## src/rtl/codec_dac_transmitter_if.sv

```systemverilog
// Sample stream from the controller into the DAC transmitter.
// The master offers samples with in_valid/in_data, and the slave answers with in_ready.
interface codec_dac_transmitter_if #(
   parameter int DATA_W = 16
);
   logic              in_valid;
   logic [DATA_W-1:0] in_data;
   logic              in_ready;

   modport master (output in_valid, output in_data, input in_ready);
   modport slave  (input in_valid, input in_data, output in_ready);
endinterface

```

## src/rtl/codec_dac_transmitter.sv

```systemverilog
// I2S-style DAC transmitter. Each queued mono sample is played on both slots of one frame.
// The codec drives BCLK and DACLRC. Both are oversampled and synchronised into clk.
module codec_dac_transmitter #(
   parameter int DATA_W      = 16,
   parameter int FIFO_DEPTH  = 8,
   parameter int SYNC_STAGES = 2
) (
   input  logic                          clk,
   input  logic                          rst,
   input  logic                          enable,
   codec_dac_transmitter_if.slave        stream,
   input  logic                          BCLK,
   input  logic                          DACLRC,
   output logic                          DACDAT,
   output logic                          underrun,
   output logic [$clog2(FIFO_DEPTH):0]   fifo_level
);
   localparam int PTR_W = $clog2(FIFO_DEPTH);
   localparam int LVL_W = PTR_W + 1;
   localparam int CNT_W = $clog2(DATA_W + 1);

   typedef enum logic [2:0] {IDLE, WAIT_L, DELAY, SHIFT, PAD} state_t;

   logic [SYNC_STAGES-1:0] bclk_sync_reg;
   logic [SYNC_STAGES-1:0] lrc_sync_reg;
   logic                   bclk_prev_reg;
   logic                   lrc_latched_reg;
   logic                   bclk_s;
   logic                   lrc_s;
   logic                   bclk_fall;
   logic                   slot_start;
   logic                   left_start;
   logic                   right_start;

   logic [DATA_W-1:0]      mem [FIFO_DEPTH];
   logic [PTR_W-1:0]       wr_ptr_reg;
   logic [PTR_W-1:0]       rd_ptr_reg;
   logic [LVL_W-1:0]       level_reg;
   logic                   full;
   logic                   empty;
   logic                   push;
   logic                   pop;
   logic [DATA_W-1:0]      head;

   state_t                 state_reg;
   logic [DATA_W-1:0]      hold_reg;
   logic [DATA_W-1:0]      shreg_reg;
   logic [CNT_W-1:0]       cnt_reg;
   logic                   dacdat_reg;
   logic                   underrun_reg;

   assign bclk_s      = bclk_sync_reg[SYNC_STAGES-1];
   assign lrc_s       = lrc_sync_reg[SYNC_STAGES-1];
   assign bclk_fall   = bclk_prev_reg & ~bclk_s;
   assign slot_start  = bclk_fall & (lrc_s != lrc_latched_reg);
   assign left_start  = slot_start & ~lrc_s;
   assign right_start = slot_start & lrc_s;

   always_ff @(posedge clk) begin
      if (rst) begin
         bclk_sync_reg   <= '0;
         lrc_sync_reg    <= '0;
         bclk_prev_reg   <= 1'b0;
         lrc_latched_reg <= 1'b0;
      end else begin
         bclk_sync_reg <= {bclk_sync_reg[SYNC_STAGES-2:0], BCLK};
         lrc_sync_reg  <= {lrc_sync_reg[SYNC_STAGES-2:0], DACLRC};
         bclk_prev_reg <= bclk_s;
         if (bclk_fall) begin
            lrc_latched_reg <= lrc_s;
         end
      end
   end

   // A full FIFO refuses data even when a pop happens in the same cycle.
   assign full            = (level_reg == LVL_W'(FIFO_DEPTH));
   assign empty           = (level_reg == '0);
   assign stream.in_ready = enable & ~full & ~rst;
   assign push            = stream.in_valid & stream.in_ready;
   assign pop             = left_start & enable & (state_reg != IDLE) & ~empty;
   assign head            = mem[rd_ptr_reg];

   always_ff @(posedge clk) begin
      if (push) begin
         mem[wr_ptr_reg] <= stream.in_data;
      end
   end

   always_ff @(posedge clk) begin
      if (rst) begin
         wr_ptr_reg <= '0;
         rd_ptr_reg <= '0;
         level_reg  <= '0;
      end else begin
         if (push) wr_ptr_reg <= wr_ptr_reg + PTR_W'(1);
         if (pop)  rd_ptr_reg <= rd_ptr_reg + PTR_W'(1);
         if (push && !pop)      level_reg <= level_reg + LVL_W'(1);
         else if (!push && pop) level_reg <= level_reg - LVL_W'(1);
      end
   end

   // A slot start always wins over shifting, so a short slot truncates the word cleanly.
   always_ff @(posedge clk) begin
      if (rst) begin
         state_reg    <= IDLE;
         hold_reg     <= '0;
         shreg_reg    <= '0;
         cnt_reg      <= '0;
         dacdat_reg   <= 1'b0;
         underrun_reg <= 1'b0;
      end else begin
         underrun_reg <= 1'b0;
         if (!enable) begin
            state_reg  <= IDLE;
            dacdat_reg <= 1'b0;
         end else begin
            case (state_reg)
               IDLE: state_reg <= WAIT_L;
               default: begin
                  if (left_start) begin
                     if (empty) begin
                        hold_reg     <= '0;
                        shreg_reg    <= '0;
                        underrun_reg <= 1'b1;
                     end else begin
                        hold_reg  <= head;
                        shreg_reg <= head;
                     end
                     cnt_reg    <= CNT_W'(DATA_W);
                     dacdat_reg <= 1'b0;
                     state_reg  <= DELAY;
                  end else if (right_start && state_reg != WAIT_L) begin
                     shreg_reg  <= hold_reg;
                     cnt_reg    <= CNT_W'(DATA_W);
                     dacdat_reg <= 1'b0;
                     state_reg  <= DELAY;
                  end else if (bclk_fall && (state_reg == DELAY || state_reg == SHIFT)) begin
                     dacdat_reg <= shreg_reg[DATA_W-1];
                     shreg_reg  <= shreg_reg << 1;
                     cnt_reg    <= cnt_reg - CNT_W'(1);
                     state_reg  <= (cnt_reg == CNT_W'(1)) ? PAD : SHIFT;
                  end else if (bclk_fall && state_reg == PAD) begin
                     dacdat_reg <= 1'b0;
                  end
               end
            endcase
         end
      end
   end

   assign DACDAT     = dacdat_reg;
   assign underrun   = underrun_reg;
   assign fifo_level = level_reg;
endmodule

```

## src/flat_wrapper.sv

```systemverilog
// flat-port wrapper written by rule: the top's interface ports become plain ports
module codec_dac_transmitter_flat 
#(
   parameter int DATA_W      = 16,
   parameter int FIFO_DEPTH  = 8,
   parameter int SYNC_STAGES = 2
)
  (clk, rst, enable, BCLK, DACLRC, DACDAT, underrun, fifo_level, stream_in_valid, stream_in_data, stream_in_ready);
  codec_dac_transmitter_if #(.DATA_W(DATA_W)) stream_i ();
  input  logic clk;
  input  logic rst;
  input  logic enable;
  input  logic BCLK;
  input  logic DACLRC;
  output logic DACDAT;
  output logic underrun;
  output logic [$clog2(FIFO_DEPTH):0] fifo_level;
  input wire logic [$bits(stream_i.in_valid)-1:0] stream_in_valid;
  input wire logic [$bits(stream_i.in_data)-1:0] stream_in_data;
  output wire logic [$bits(stream_i.in_ready)-1:0] stream_in_ready;
  assign stream_i.in_valid = stream_in_valid;
  assign stream_i.in_data = stream_in_data;
  assign stream_in_ready = stream_i.in_ready;
  codec_dac_transmitter #(.DATA_W(DATA_W), .FIFO_DEPTH(FIFO_DEPTH), .SYNC_STAGES(SYNC_STAGES)) u_core (.clk(clk), .rst(rst), .enable(enable), .stream(stream_i), .BCLK(BCLK), .DACLRC(DACLRC), .DACDAT(DACDAT), .underrun(underrun), .fifo_level(fifo_level));
endmodule
```

## config.mk

```make
export PLATFORM = sky130hd
export DESIGN_NAME = codec_dac_transmitter_flat
export DESIGN_NICKNAME = d
export VERILOG_FILES = /design/src/rtl/codec_dac_transmitter_if.sv /design/src/rtl/codec_dac_transmitter.sv /design/src/flat_wrapper.sv
export SDC_FILE = /design/constraint.sdc
export NUM_CORES = 1
export LEC_CHECK = 0
export ABC_AREA = 1
export BUFFER_PORTS_ARGS = -buffer_cell sky130_fd_sc_hd__buf_2
export CAP_MARGIN = 30
export CORE_MARGIN = 2
export CORE_UTILIZATION = 41
export DETAILED_ROUTE_END_ITERATION = 8
export PLACE_DENSITY_LB_ADDON = 0.15
export SLEW_MARGIN = 20
export SYNTH_ARGS = -nofsm -noshare
export SYNTH_HDL_FRONTEND = slang
export SYNTH_SLANG_ARGS = --single-unit
```

## constraint.sdc

```tcl
create_clock -name clk -period 4.25 [get_ports clk]
set_clock_uncertainty 0.1 [all_clocks]
set_input_delay 0.6375 -clock clk [delete_from_list [all_inputs] [get_ports clk]]
set_output_delay 0.6375 -clock clk [all_outputs]
set_load 0.1 [all_outputs]
```

**Word level (Yosys, flattened, before mapping)**

Memory sizes are Yosys's and may differ from the RTL's. A register that Yosys moved wholly into a read port is not among the register bits.
Index checks and enable logic that the tools add are counted.

- Register bits: 58
- Bits in latches: 0
- Memory bits (writable): 128
- ROM bits: 0
- Output and inout bits: 7
- Logic and storage cells: 91
- Memories kept: 1

- Add/sub/neg operators: 5
- Multipliers: 0
- Div/mod/pow operators: 0
- Order comparisons: 0
- Equal/unequal tests: 7
- Shift operators: 0
- Mux-type cells: 23
- Bitwise operators: 18
- Reductions and logical operators: 22

Memories:

| memory | depth | width | rd ports | clocked after Yosys merged registers in | wr ports | line | text |
|---|---|---|---|---|---|---|---|
| u_core.mem | 8 | 16 | 1 | 1 | 1 | codec_dac_transmitter.sv:35 | `logic [DATA_W-1:0] mem [FIFO_DEPTH];` |

Operator list:

| cell | count |
|---|---|
| $mux W16 | 4 |
| $mux W5 | 3 |
| $and A1 B1 Y1 | 10 |
| $mux W3 | 3 |
| $mux W1 | 8 |
| $mux W4 | 2 |
| $not A1 Y1 | 8 |
| $reduce_bool A4 Y1 | 2 |
| $add A3 B1 Y3 const B | 2 |
| $eq A3 B2 Y1 const B | 2 |
| $mux W2 | 3 |
| $reduce_and A3 Y1 | 2 |
| $reduce_bool A3 Y1 | 2 |
| $eq A5 B1 Y1 const B | 1 |
| $logic_and A1 B1 Y1 | 5 |
| $reduce_or A5 Y1 | 1 |
| $sub A5 B1 Y5 const B | 1 |
| $add A4 B1 Y4 const B | 1 |
| $eq A4 B4 Y1 const B | 1 |
| $logic_not A4 Y1 | 1 |
| $reduce_or A4 Y1 | 1 |
| $sub A4 B1 Y4 const B | 1 |
| $eq A3 B3 Y1 const B | 1 |
| $logic_not A3 Y1 | 1 |
| other kinds (8) | 9 |

**Logic depth before layout (Yosys ltp)**

- Depth in word-level cells: 10
- Mapped depth: 17

**Least setup slack after synthesis**

Ideal clock, no wire load.

- Kind: register to output
- Start point: register u_core.level_reg[0], in the netlist u_core.fifo_level[0]
- End point: output port stream_in_ready
- Arrival time: 2749 ps
- Required time: 3513 ps
- Path slack: 764 ps
- Cell stages (with the launch flop): 3
- Buffers on the path: 0
- Path through: dfxtp_1 > nor2_1 > a31oi_1

- Longest elaborated chain between the ends: 4

RTL lines:

| element | line | text |
|---|---|---|
| from (decl) | codec_dac_transmitter.sv:38 | `logic [LVL_W-1:0] level_reg;` |
| from (signal assigned) | codec_dac_transmitter.sv:97 | `if (push && !pop) level_reg <= level_reg + LVL_W'(1);` |
| from (signal assigned) | codec_dac_transmitter.sv:98 | `else if (!push && pop) level_reg <= level_reg - LVL_W'(1);` |
| $eq A4 B4 Y1 | codec_dac_transmitter.sv:76 | `assign full = (level_reg == LVL_W'(FIFO_DEPTH));` |
| $not A1 Y1 | codec_dac_transmitter.sv:78 | `assign stream.in_ready = enable & ~full & ~rst;` |
| $and A1 B1 Y1 (2 in series) | codec_dac_transmitter.sv:78 |  |
| to (decl) | flat_wrapper.sv:20 | `output wire logic [$bits(stream_i.in_ready)-1:0] stream_in_ready;` |

Every way passes these cells.

**Worst setup path in the final report**

- Start point: register u_core.lrc_latched_reg
- End point: register u_core.level_reg[3], in the netlist u_core.fifo_level[3]

- Longest elaborated chain between the ends: 9
- Elaborated cells between the ends (all ways): 11
- Classes of those cells: eq/ne (1); mux (1); bitwise (5); reduce/logical (4)

RTL lines:

| element | line | text |
|---|---|---|
| from (decl) | codec_dac_transmitter.sv:27 | `logic lrc_latched_reg;` |
| from (signal assigned) | codec_dac_transmitter.sv:70 | `lrc_latched_reg <= lrc_s;` |
| $ne A1 B1 Y1 (*) | codec_dac_transmitter.sv:55 | `assign slot_start = bclk_fall & (lrc_s != lrc_latched_reg);` |
| $and A1 B1 Y1 (*) | codec_dac_transmitter.sv:55 |  |
| $and A1 B1 Y1 (*) | codec_dac_transmitter.sv:56 | `assign left_start = slot_start & ~lrc_s;` |
| $and A1 B1 Y1 (*) (3 in series) | codec_dac_transmitter.sv:80 | `assign pop = left_start & enable & (state_reg != IDLE) & ~empty;` |
| $logic_not A1 Y1 | codec_dac_transmitter.sv:97 |  |
| $logic_and A1 B1 Y1 | codec_dac_transmitter.sv:97 |  |
| $mux W4 or $reduce_bool A2 Y1 (tied branches) | - |  |

Every way passes the cells marked *; elsewhere a longest branch is shown, timed or not.
A chain may end at the register's enable or synchronous reset.

==> results.md <==
- Status: complete, no violations
- Post-synth top cells: 260 x nand2_1, 145 x inv_1, 128 x edfxtp_1, 124 x nand3_1, 75 x nor2_1
- Seq/Total Area, Yosys: around 60%
- Critical path required time: approximately 4.5 ns
- I/O pin total: 29
- CP max-delay cell: nand2_2
- Synth cell types: 31
- PostCTS Resize Cnt: 0
- R2R Path End: u_core.fifo_level[3]
- Total track usage: between 10% and 20%
- Number of enable flip-flop cells after synthesis: 128
- CP Capture Type: register
- Pin count of the biggest net entering global routing: 42
- Lkg Pwr: 0.00405 uW
- GP Congestion: 0.797
- CP cell instances: inv_1 > nor2_1 > nand2_2 > nor2_4 > buf_4 > nand2_1 > ha_1 > inv_1 > ha_1 > nand2_1 > inv_1 > o21ai_0 > nand2_1 > nand2_1 > nand2_1 > nand2_1 > a21oi_1
- ANT nets after route: 0
- Layout cells sized above 1: 9.75%
- Most common cell in the synthesized netlist: nand2_1
- Placed cells: ~1200
- Vias in the first global route: 5512
- Initial core utilization: about two fifths
- Synth top area cells: edfxtp_1 46%, dfxtp_1 14%, nand2_1 12%
- Final wirelength: approximately 19000 um
- CTS Buf Count: 17
- Data arrival, critical path: between 3 and 4 ns
- Comb power frac: between 3 and 4%
- ANT cells: 0
- Reg-to-Reg Start: u_core.lrc_latched_reg
- WS Path Type: register to register
- Pwr Density: 397 nW/um2
- Yosys reg bits: between 150 and 200
- Post-Syn Instances: between 900 and 1000
- Biggest cell delay along the critical path: ~0.42 ns
- Core ar.: 20200 um2
- Core Util, Final: a little under half
- Fmax: 316 MHz
- Hpwl dp: approximately 12000 um
- Iteration-0 DRC count of the detailed router: between 400 and 500
- Worst path buffer plus inverter count: 4
- Root buffer cell: clkbuf_16
- Clock buffer depth: 2
- NumNets Final: between 900 and 1000
- Slew @ Worst Pin: 0.873 ns
- CTS tree: built
- Delay-heaviest family, CP: simple AND/OR/NAND/NOR gates
- Syn Std Cell Area: roughly 8400 um2
- Syn nets: between 900 and 1000
- Number of flip-flops in the largest register: ~130
- GRT Residual Overflow: 0
- First-pass GRT wire length: 30200 um
- Largest area contributor in the netlist: edfxtp_1
- Final worst path period share: between 70% and 80%
- Mapped Avg Cell Area: about 8.9 um2
- Port Buf Inserts: 28
- Max_slew headroom: a little over two fifths
- MaxCap Viol Count: 0
- Max Fanout on Critical Path: 39
- P_sw: ~930 uW
- Startpoint Class: register
- Hold/Removal Path Class: primary input to register
- Layout area overhead: 11.7%
- Initial antenna violation count: 0
- Die Y-Extent: roughly 150 um
- Clock power share: around 43%
- Setup TNS Final: 0 ns
- Final WS setup: 1.09 ns
- P_int: around 2800 uW
- Die ar.: 21800 um2
- Clock transition at path regs: about 0.080 ns
- Worst R2R Path Depth: 17
- Total number of vias: 5844
- Synth Flop Type: edfxtp_1
- Routed WL per cell: 15.0 um
- Fraction of registers with async set/reset: 0%
- H-tree levels: 4
- Hold Crit Depth: 3
- Sequential Power Share: 52.9%
- Net Sw Frac: 24.8%
- Top-area cell type share of the netlist area: ~46%
- Worst skew pair latency: between 0.4 and 0.5 ns
- Die X: about 150 um
- Pre-antenna DRT Iters: 5
- RSZ-0062 raised after global routing: false
- Max-slew violations: 0
- Setup Fix Bufs, Post-CTS: 0
- CP dominant cell by count: nand2_1
- Hold endpoint: u_core.bclk_sync_reg[0]
- HP Start: BCLK
- Final Hold Viols: 0
- Tmin final: roughly 3.2 ns
- FF-to-FF setup slack: 1.09 ns
- Non-filler instance count after layout: ~1200
- Final setup fails: 0
- Drt drc: 0
- Vias per cell: 4.70
- Power, Total: 3740 uW
- Hold-fix buffers, CTS: 0
- Place WS: around 1.1 ns
- Cell row count: 52
- YS warnings: 0
- Worst vdd ir: between 200 and 300 uV
- Number of clock sinks: roughly 190
worst register-to-register path: cells and delay by family, from the launching register on:
kind | cells | cell delay, ns
DFF | 1 | 0.40
buffers and inverters | 4 | 0.49
adders and majority gates | 2 | 0.53
and+or+nand+nor | 9 | 1.23
AOI/OAI and AO/OA | 2 | 0.26
cells in the final DEF (no fill, tap or decap), drive strengths merged:
master and n:
xor2 3, edfxtp 128, a31oi 2, nor3 5
dfxtp 61, clkbuf 17, clkinv 5, inv 158
nor2 78, a21oi 32, ha 7, clkinvlp 2
nand4 2, o211ai 1, fa 1, a211oi 1
nand2 265, nand3b 16, nand3 127, xnor2 1
o21ai 24, buf 38
metal layers:
layer / GRT usage [%] / vias up / wire (um) / share of wire [%]
li1: - / 3058 / - / -
met1: 26.5 / 2688 / 9190 / 49
met2: 27.7 / 82 / 8570 / 46
met3: 4.07 / 16 / 738 / 3.9
met4: 4.90 / 0 / 188 / 1.0
met5: 0 / - / 0 / 0
logic make-up after synthesis:
group | after synthesis | share of synthesized area, %
AND/OR/NAND/NOR | 493 | 25.3
buffers and inverters | 194 | 9.38
flip-flops | 189 | 60.0
AO/OA/AOI/OAI | 60 | 3.64
adder cells (fa/ha/maj) | 8 | 1.27
XOR/XNOR | 4 | 0.415
how the worst max path moves through the flow:
stage               cells past startpoint                   start                    to
detailed placement                     17  u_core.lrc_latched_reg  u_core.fifo_level[3]
global placement                       17  u_core.lrc_latched_reg  u_core.fifo_level[3]
floorplan                               2    u_core.fifo_level[0]       stream_in_ready
CTS                                    17  u_core.lrc_latched_reg  u_core.fifo_level[3]
global route                           17  u_core.lrc_latched_reg  u_core.fifo_level[3]
finish                                 17  u_core.lrc_latched_reg  u_core.fifo_level[3]
layout make-up:
| cell class | count | area, um2 |
|---|---|---|
| multi-input cells | 565 | 2610 |
| clock inverters | 15 | 186 |
| clock buffers | 17 | 425 |
| well taps | 270 | 338 |
| fillers | 1950 | 10800 |
| flip-flops and latches | 189 | 5070 |
| repair buffers | 38 | 241 |
| inverters | 150 | 566 |
power groups by stage:
stage	combinational [uW]	clock [uW]	sequential (uW)
after global routing	165	1720	1980
after detailed placement	149	0	2020
after floorplan	70.2	0	2040
after global placement	147	0	2020
after CTS	150	1640	1980
final	147	1610	1980
per-stage QoR:
step | instance area (um2) | hold slack [ns]
final | 9430 | 0.303
after global routing | 9430 | 0.297
after CTS | 9410 | 0.291
after detailed placement | 8790 | 0.312
after global placement | 8760 | 0.311
after floorplan | 8450 | 0.288
Note: power is estimated with default switching activity, not from simulation.
